### config.mk
export PLATFORM = sky130hd
export DESIGN_NAME = cpu_run_ctrl
export DESIGN_NICKNAME = d
export VERILOG_FILES = /design/src/rtl/cpu_run_ctrl.sv
export SDC_FILE = /design/constraint.sdc
export NUM_CORES = 1
export LEC_CHECK = 0
export ABC_AREA = 1
export CORE_UTILIZATION = 48
export CTS_BUF_LIST = sky130_fd_sc_hd__clkbuf_8 sky130_fd_sc_hd__clkbuf_16
export DETAILED_ROUTE_END_ITERATION = 8
export PLACE_DENSITY = 0.75
export SLEW_MARGIN = 25
export SYNTH_ARGS = -nofsm -noshare
export SYNTH_HDL_FRONTEND = slang
export SYNTH_SLANG_ARGS = --single-unit
### constraint.sdc
create_clock -name clock -period 8.5 [get_ports clock]
set_clock_uncertainty 0.1 [all_clocks]
set_input_delay 2.55 -clock clock [delete_from_list [all_inputs] [get_ports clock]]
set_output_delay 2.55 -clock clock [all_outputs]
set_load 0.05 [all_outputs]
### src/rtl/cpu_run_ctrl.sv
// rtl/cpu_run_ctrl.sv - run/step/debug sequencer driving CPU enable, start and reset
// Host commands launch free runs or n-cycle steps; PC breakpoint and halt detection end them.
module cpu_run_ctrl #(
  parameter int HALT_CYC = 4,
  parameter int RST_CYC  = 2
) (
  input  logic        clock,
  input  logic        reset,
  input  logic        cmd_valid,
  output logic        cmd_ready,
  input  logic [1:0]  cmd_op,
  input  logic [15:0] cmd_count,
  input  logic        bp_en,
  input  logic [7:0]  bp_addr,
  input  logic [7:0]  cpu_i_addr,
  output logic        cpu_enable,
  output logic        cpu_start,
  output logic        cpu_reset,
  output logic        busy,
  output logic        done,
  output logic [1:0]  done_cause,
  output logic        cmd_err,
  output logic [31:0] cycle_cnt
);

  localparam logic [1:0] OP_RESET = 2'd0;
  localparam logic [1:0] OP_RUN   = 2'd1;
  localparam logic [1:0] OP_STEP  = 2'd2;
  localparam logic [1:0] OP_STOP  = 2'd3;

  localparam logic [1:0] CAUSE_STEP = 2'd0;
  localparam logic [1:0] CAUSE_BP   = 2'd1;
  localparam logic [1:0] CAUSE_HALT = 2'd2;
  localparam logic [1:0] CAUSE_STOP = 2'd3;

  localparam logic [16:0] HALT_THR = 17'(HALT_CYC);
  localparam logic [15:0] RST_LD   = 16'(RST_CYC);

  typedef enum logic [2:0] {
    S_IDLE,
    S_CRST,
    S_LAUNCH,
    S_RUN,
    S_STEP
  } state_t;

  state_t      state_q;
  logic        mode_step_q;
  logic [15:0] remain_q;
  logic [15:0] rst_cnt_q;
  logic [7:0]  prev_pc_q;
  logic [15:0] same_cnt_q;
  logic        first_q;
  logic        done_q;
  logic [1:0]  done_cause_q;
  logic        cmd_err_q;
  logic [31:0] cycle_cnt_q;

  logic        in_exec;
  logic        pc_same;
  logic        stop_cmd;
  logic        bp_hit;
  logic        halt_hit;
  logic        step_done;
  logic        stop;
  logic [1:0]  stop_cause;
  logic [15:0] same_cnt_d;
  logic [15:0] step_len_d;

  assign in_exec   = (state_q == S_RUN) || (state_q == S_STEP);
  assign pc_same   = (cpu_i_addr == prev_pc_q);
  assign stop_cmd  = cmd_valid && (cmd_op == OP_STOP);
  // The first exec cycle is exempt so a resume from the breakpoint PC makes progress.
  assign bp_hit    = bp_en && (cpu_i_addr == bp_addr) && !first_q;
  assign halt_hit  = pc_same && (({1'b0, same_cnt_q} + 17'd1) >= HALT_THR);
  assign step_done = (state_q == S_STEP) && (remain_q == 16'd1);
  assign stop      = in_exec && (stop_cmd || bp_hit || halt_hit || step_done);

  always_comb begin
    stop_cause = CAUSE_STEP;
    if (stop_cmd)      stop_cause = CAUSE_STOP;
    else if (bp_hit)   stop_cause = CAUSE_BP;
    else if (halt_hit) stop_cause = CAUSE_HALT;
  end

  always_comb begin
    same_cnt_d = 16'd0;
    if (pc_same) begin
      same_cnt_d = (same_cnt_q == 16'hFFFF) ? same_cnt_q : same_cnt_q + 16'd1;
    end
  end

  assign step_len_d = (cmd_count == 16'd0) ? 16'd1 : cmd_count;

  always_ff @(posedge clock or posedge reset) begin
    if (reset) begin
      state_q      <= S_IDLE;
      mode_step_q  <= 1'b0;
      remain_q     <= 16'd0;
      rst_cnt_q    <= 16'd0;
      prev_pc_q    <= 8'd0;
      same_cnt_q   <= 16'd0;
      first_q      <= 1'b0;
      done_q       <= 1'b0;
      done_cause_q <= CAUSE_STEP;
      cmd_err_q    <= 1'b0;
      cycle_cnt_q  <= 32'd0;
    end else begin
      done_q    <= 1'b0;
      cmd_err_q <= 1'b0;
      case (state_q)
        S_IDLE: begin
          if (cmd_valid) begin
            case (cmd_op)
              OP_RESET: begin
                state_q   <= S_CRST;
                rst_cnt_q <= RST_LD;
              end
              OP_RUN: begin
                state_q     <= S_LAUNCH;
                mode_step_q <= 1'b0;
              end
              OP_STEP: begin
                state_q     <= S_LAUNCH;
                mode_step_q <= 1'b1;
                remain_q    <= step_len_d;
              end
              default: ;
            endcase
          end
        end
        S_CRST: begin
          if (cmd_valid) cmd_err_q <= 1'b1;
          if (rst_cnt_q <= 16'd1) begin
            state_q   <= S_IDLE;
            rst_cnt_q <= 16'd0;
          end else begin
            rst_cnt_q <= rst_cnt_q - 16'd1;
          end
        end
        S_LAUNCH: begin
          if (cmd_valid) cmd_err_q <= 1'b1;
          prev_pc_q  <= cpu_i_addr;
          same_cnt_q <= 16'd0;
          first_q    <= 1'b1;
          state_q    <= mode_step_q ? S_STEP : S_RUN;
        end
        S_RUN, S_STEP: begin
          if (cmd_valid && !stop_cmd) cmd_err_q <= 1'b1;
          cycle_cnt_q <= cycle_cnt_q + 32'd1;
          same_cnt_q  <= same_cnt_d;
          prev_pc_q   <= cpu_i_addr;
          first_q     <= 1'b0;
          if (stop) begin
            state_q      <= S_IDLE;
            done_q       <= 1'b1;
            done_cause_q <= stop_cause;
          end else if (state_q == S_STEP) begin
            remain_q <= remain_q - 16'd1;
          end
        end
        default: state_q <= S_IDLE;
      endcase
    end
  end

  // Enable falls combinationally on the stop cycle so the core's final edge is its last advance.
  assign cpu_enable = (state_q == S_LAUNCH) || (in_exec && !stop);
  assign cpu_start  = (state_q == S_LAUNCH);
  assign cpu_reset  = reset || (state_q == S_CRST);
  assign busy       = (state_q != S_IDLE);
  assign cmd_ready  = 1'b1;
  assign done       = done_q;
  assign done_cause = done_cause_q;
  assign cmd_err    = cmd_err_q;
  assign cycle_cnt  = cycle_cnt_q;

endmodule

# After elaboration in Yosys (flattened, before gate mapping)
# Cells that the tools add are included.
# W data, S select, Z words.
[classes]
add_sub_neg = 5
n_lt_le_gt_ge = 2
eq_ne = 20
muxes = 29
n_reduce_logical = 35
[op_table]
columns = ["op", "count"]
rows = [
  ["$mux W16", 10],
  ["$pmux W16 S2", 3],
  ["$add A32 B1 Y32 const B", 1],
  ["$sub A16 B1 Y16 const B", 2],
  ["$add A16 B1 Y17 const B", 1],
  ["$ge A17 B3 Y1 const B", 1],
  ["$add A16 B1 Y16 const B", 1],
  ["$eq A16 B1 Y1 const B", 1],
  ["$eq A16 B16 Y1 const B", 1],
  ["$eq A8 B8 Y1", 2],
  ["$le A16 B1 Y1 const B", 1],
  ["$logic_not A16 Y1", 1],
  ["$mux W3", 4],
  ["$pmux W3 S4", 1],
  ["$ne A2 B2 Y1 const B", 5],
  ["$logic_and A1 B1 Y1", 8],
  ["$reduce_bool A2 Y1", 4],
  ["$eq A3 B2 Y1 const B", 2],
  ["$logic_or A1 B1 Y1", 6],
  ["$mux W2", 3],
  ["$pmux W1 S2", 3],
  ["$pmux W3 S2", 1],
  ["$reduce_and A3 Y1", 2],
  ["$reduce_or A2 Y1", 3],
  ["16 further kinds", 24],
]
[word_totals]
register_bits = 97
word_cells = 102

# Depth between registers and ports, before layout
[depth]
ltp_word = 10
depth_mapped = 17
depth_no_buf = 16

# Least setup slack after synthesis
# Ideal clock, no wire load.
[synth_timing]
path_kind = "input port to output port"
from = "input reset"
to = "output cpu_reset"
arrival_time_ns = 5.515
t_required_ns = 5.850
slack_ns = 0.335
stages = 2
cell_sequence = "inv_1 > nand2_1"
[synth_between]
elab_chain_cells = 1
[synth_lines]
columns = ["item", "line", "text"]
rows = [
  ["from (decl)", "8", "input logic reset,"],
  ["$logic_or A1 B1 Y1", "170", "assign cpu_reset = reset || (state_q == S_CRST);"],
  ["to (decl)", "18", "output logic cpu_reset,"],
]
# Every way passes these cells.

# Worst setup path in the final report
[layout_timing]
from = "input cpu_i_addr[0]"
to = "output cpu_enable"
[layout_between]
elab_chain_cells = 10
elab_cells_between_ends = 12
cone_classes = "eq/ne: 2; reduce/logical: 10"
[layout_lines]
columns = ["item", "line", "text"]
rows = [
  ["from (decl)", "15", "input logic [7:0] cpu_i_addr,"],
  ["$eq A8 B8 Y1", "74", "assign bp_hit = bp_en && (cpu_i_addr == bp_addr) && !first_q;"],
  ["$logic_and A1 B1 Y1 (2 in a row)", "74", ""],
  ["$logic_or A1 B1 Y1", "77", "assign stop = in_exec && (stop_cmd || bp_hit || halt_hit || step_done);"],
  ["$logic_or A1 B1 Y1 (*) (2 in a row)", "77", ""],
  ["$logic_and A1 B1 Y1 (*)", "77", ""],
  ["$logic_not A1 Y1 (*)", "168", "assign cpu_enable = (state_q == S_LAUNCH) || (in_exec && !stop);"],
  ["$logic_and A1 B1 Y1 (*)", "168", ""],
  ["$logic_or A1 B1 Y1 (*)", "168", ""],
  ["to (decl)", "16", "output logic cpu_enable,"],
]
# Every way passes the cells marked *; elsewhere a longest branch is shown, timed or not.

==> reports/metrics.cfg <==
[timing]
slew_headroom_pct = 45.02
worst_hold_slack_ps = 375.6
rsz0062_at_grt = no
fmax_mhz = 131.5
finalMaxSlewViolations = 0
fin_crit_ps = 7604
period_share_pct = 89.46
setup_viol = 0
hold_viol = 0
worstMarginPinSlew_ps = 824.8
finalSetupTns_ps = 0

[synthesis]
synth_most_common_cell = nand2_1
synth.avg_cell_area_sq_um = 7.688
synth.area.top_cells = dfrtp_1 42%, nand2_1 13%, inv_1 5.8%
synth_compound_area_share_pct = 7.070
yosysSeqAreaShare_pct = 41.82
synth_edf_count = 0
yosysUniqueCellTypes = 43
synth_common_cells = 198 x nand2_1, 97 x dfrtp_1, 89 x inv_1
synthXorXnorAreaFrac_pct = 8.148
synthArstFlopShare_pct = 100.0
synth_top_family_by_area = simple AND/OR/NAND/NOR gates
synth_ff_type = dfrtp_1
synthSimpleGateAreaFrac_pct = 34.06
syn-num-nets = 802
yosysWarnings = 0
yosysTopAreaCell = dfrtp_1
yosys.area_share.adder_pct = 1.940
netlist_area_sq_mm = 0.005804
postSynthCellCount = 755
synth.area.mux_share_pct = 0
ys_ff_latch = 97
yosysTopAreaCellShare_pct = 41.82

[routing]
wl_met2_mm = 6.393
wl_per_cell_microns = 13.84
wl_met3_microns = 674
routed.top_layer = met4
drt_pass1_iterations = 6
ant_nets = 0
wirelength_mm = 13.61
drt_first_iter_violations = 304
viasPerCell = 5.260
post-route-drc-count = 3
wl_met1_mm = 6.361
dr_total_vias = 5171

[power_and_ir_drop]
pwr-share-comb_pct = 44.0
p_sw_uw = 878.4
p_per_area_mw_per_mm2 = 278.8
p_sw_share_pct = 44.97
internal_power_uw = 1075
power_frac_seq_pct = 35.6
clkPwrFrac_pct = 20.4
leakagePower_uw = 0.003352
p_total_uw = 1953
ir_drop_v = 0.0001588

[clock_tree]
cts-root-buf = clkbuf_16
cts_inserted_buffers = 9
worstSkewPairLatency_ps = 350
cts.sinks = 97
cts.path.max_buffers = 2
cts_setup_buffers = 0
cts_tree = yes
cts.htree.levels = 3
hold_buffers = 0
post_cts_resized = 0
clkSlewWorstSetupHoldPaths_ps = 70

[worst_setup_path]
cp_slowest_cell = clkdlybuf4s50_1
crit_path_start = cpu_i_addr[0]
path_cells = clkdlybuf4s50_1 > xor2_1 > nor3_1 > nand3_1 > nand2_1 > a21oi_1 > nand3_1 > nand2_1 > clkdlybuf4s50_1
r2r_end = same_cnt_q[9]
path_class = input port to output pin
r2r_start = state_q[1]
worst_setup_path_start_kind = input port
slowest_delay_ps = 830
crit_arrival_ps = 4950
rr_worst_depth = 10
end_kind = output pin
path_max_fanout = 4
cp.required_ps = 5850
regToRegSetupSlack_ps = 5290

[place]
gp_congestion = 0.8977
numPortBuffers = 77
hpwl_mm = 10.13

[grt]
groute.usage.overall_pct = 22.73
grt_max_degree = 66
grt_pass1_wl_mm = 23.25
grt_overflow_total = 0
antenna_found_initial = 0
grt_pass1_vias = 5104

[die]
io-pin-count = 79
die_h_microns = 112.0
coreArea_sq_mm = 0.01161
initial_utilization_pct = 49.98
rows = 39
die_area_sq_mm = 0.01254
die_w_microns = 112.0

[layout]
drive_gt1_share_pct = 7.500
syn2layout_area_growth_pct = 20.72
antenna_cells = 0
nNetsFinal = 882

[run]
cap_violations = 0

[min_path]
worstHoldPathType = register to register
hold_start = cycle_cnt[31]
holdPathEnd = cycle_cnt[31]
hold_depth = 1

[run_status]
violations = DRC
outcome = complete, but fails checks

## cells by family after synthesis
kind of cell	Yosys count
AND/OR/NAND/NOR	422
buffers and inverters	102
flip-flops	97
AO/OA/AOI/OAI	70
XOR/XNOR	54
adder cells (fa/ha/maj)	9
other	1
## worst max-delay path: cells and delay by family
kind | cells | cell delay, ps
buf+inv | 2 | 1370
compound gates | 1 | 270
simple gates | 5 | 580
xor+xnor | 1 | 180
## per-stage QoR
step	cells	utilization, %	instance area [sq um]	setup slack (ps)
after floorplan	755	-	5804	335.0
after global placement	966	57.77	6709	942.4
after detailed placement	967	57.86	6720	879.0
after CTS	983	60.33	7007	883.5
after global routing	983	60.33	7007	778.4
final	983	60.33	7007	896.2
## worst max path at each step
stage / to / slack, ps / cells after the start
floorplan: cpu_reset / 330 / 2
global placement: cpu_enable / 940 / 10
detailed placement: cpu_enable / 880 / 10
CTS: cpu_enable / 880 / 10
global route: cpu_enable / 780 / 9
finish: cpu_enable / 900 / 9
## per-layer routing
metal	up-vias	track usage (%)
met2	125	37.35
met4	0	7.289
met3	14	3.593
met1	2441	30.85
li1	2591	-
met5	-	0
## registers in the layout, summed over array words and instances (netlist names)
register,flops
cmd_err,1
cycle_cnt,32
done,1
done_cause,2
first_q,1
mode_step_q,1
prev_pc_q,8
remain_q,16
rst_cnt_q,16
same_cnt_q,16
state_q,3
## layout make-up
type                    instances  area (sq um)
clock buffers                   9         225.2
flip-flops and latches         97          2427
inverters                      92         347.8
clock inverters                 7         61.31
well taps                     143         178.9
multi-input cells             556          2977
repair buffers                 79         789.5
fillers                      1031          4607
## power groups by stage
| stage | logic [uW] | registers, uW | clock network (uW) |
|---|---|---|---|
| after floorplan | 594 | 734 | 0 |
| after global placement | 831 | 697 | 0 |
| after detailed placement | 856 | 702 | 0 |
| after CTS | 862 | 694 | 404 |
| after global routing | 967 | 714 | 424 |
| final | 860 | 695 | 399 |
## layout by cell type, fill, tap and decap left out, types with 21 or more instances in the layout
master	n
inv_1	88
nand4_1	21
xor2_1	34
clkdlybuf4s50_1	77
dfrtp_1	97
o21ai_0	30
nand3_1	57
nor2_1	77
nand2_1	198
Note: power is estimated with default switching activity, not from simulation.
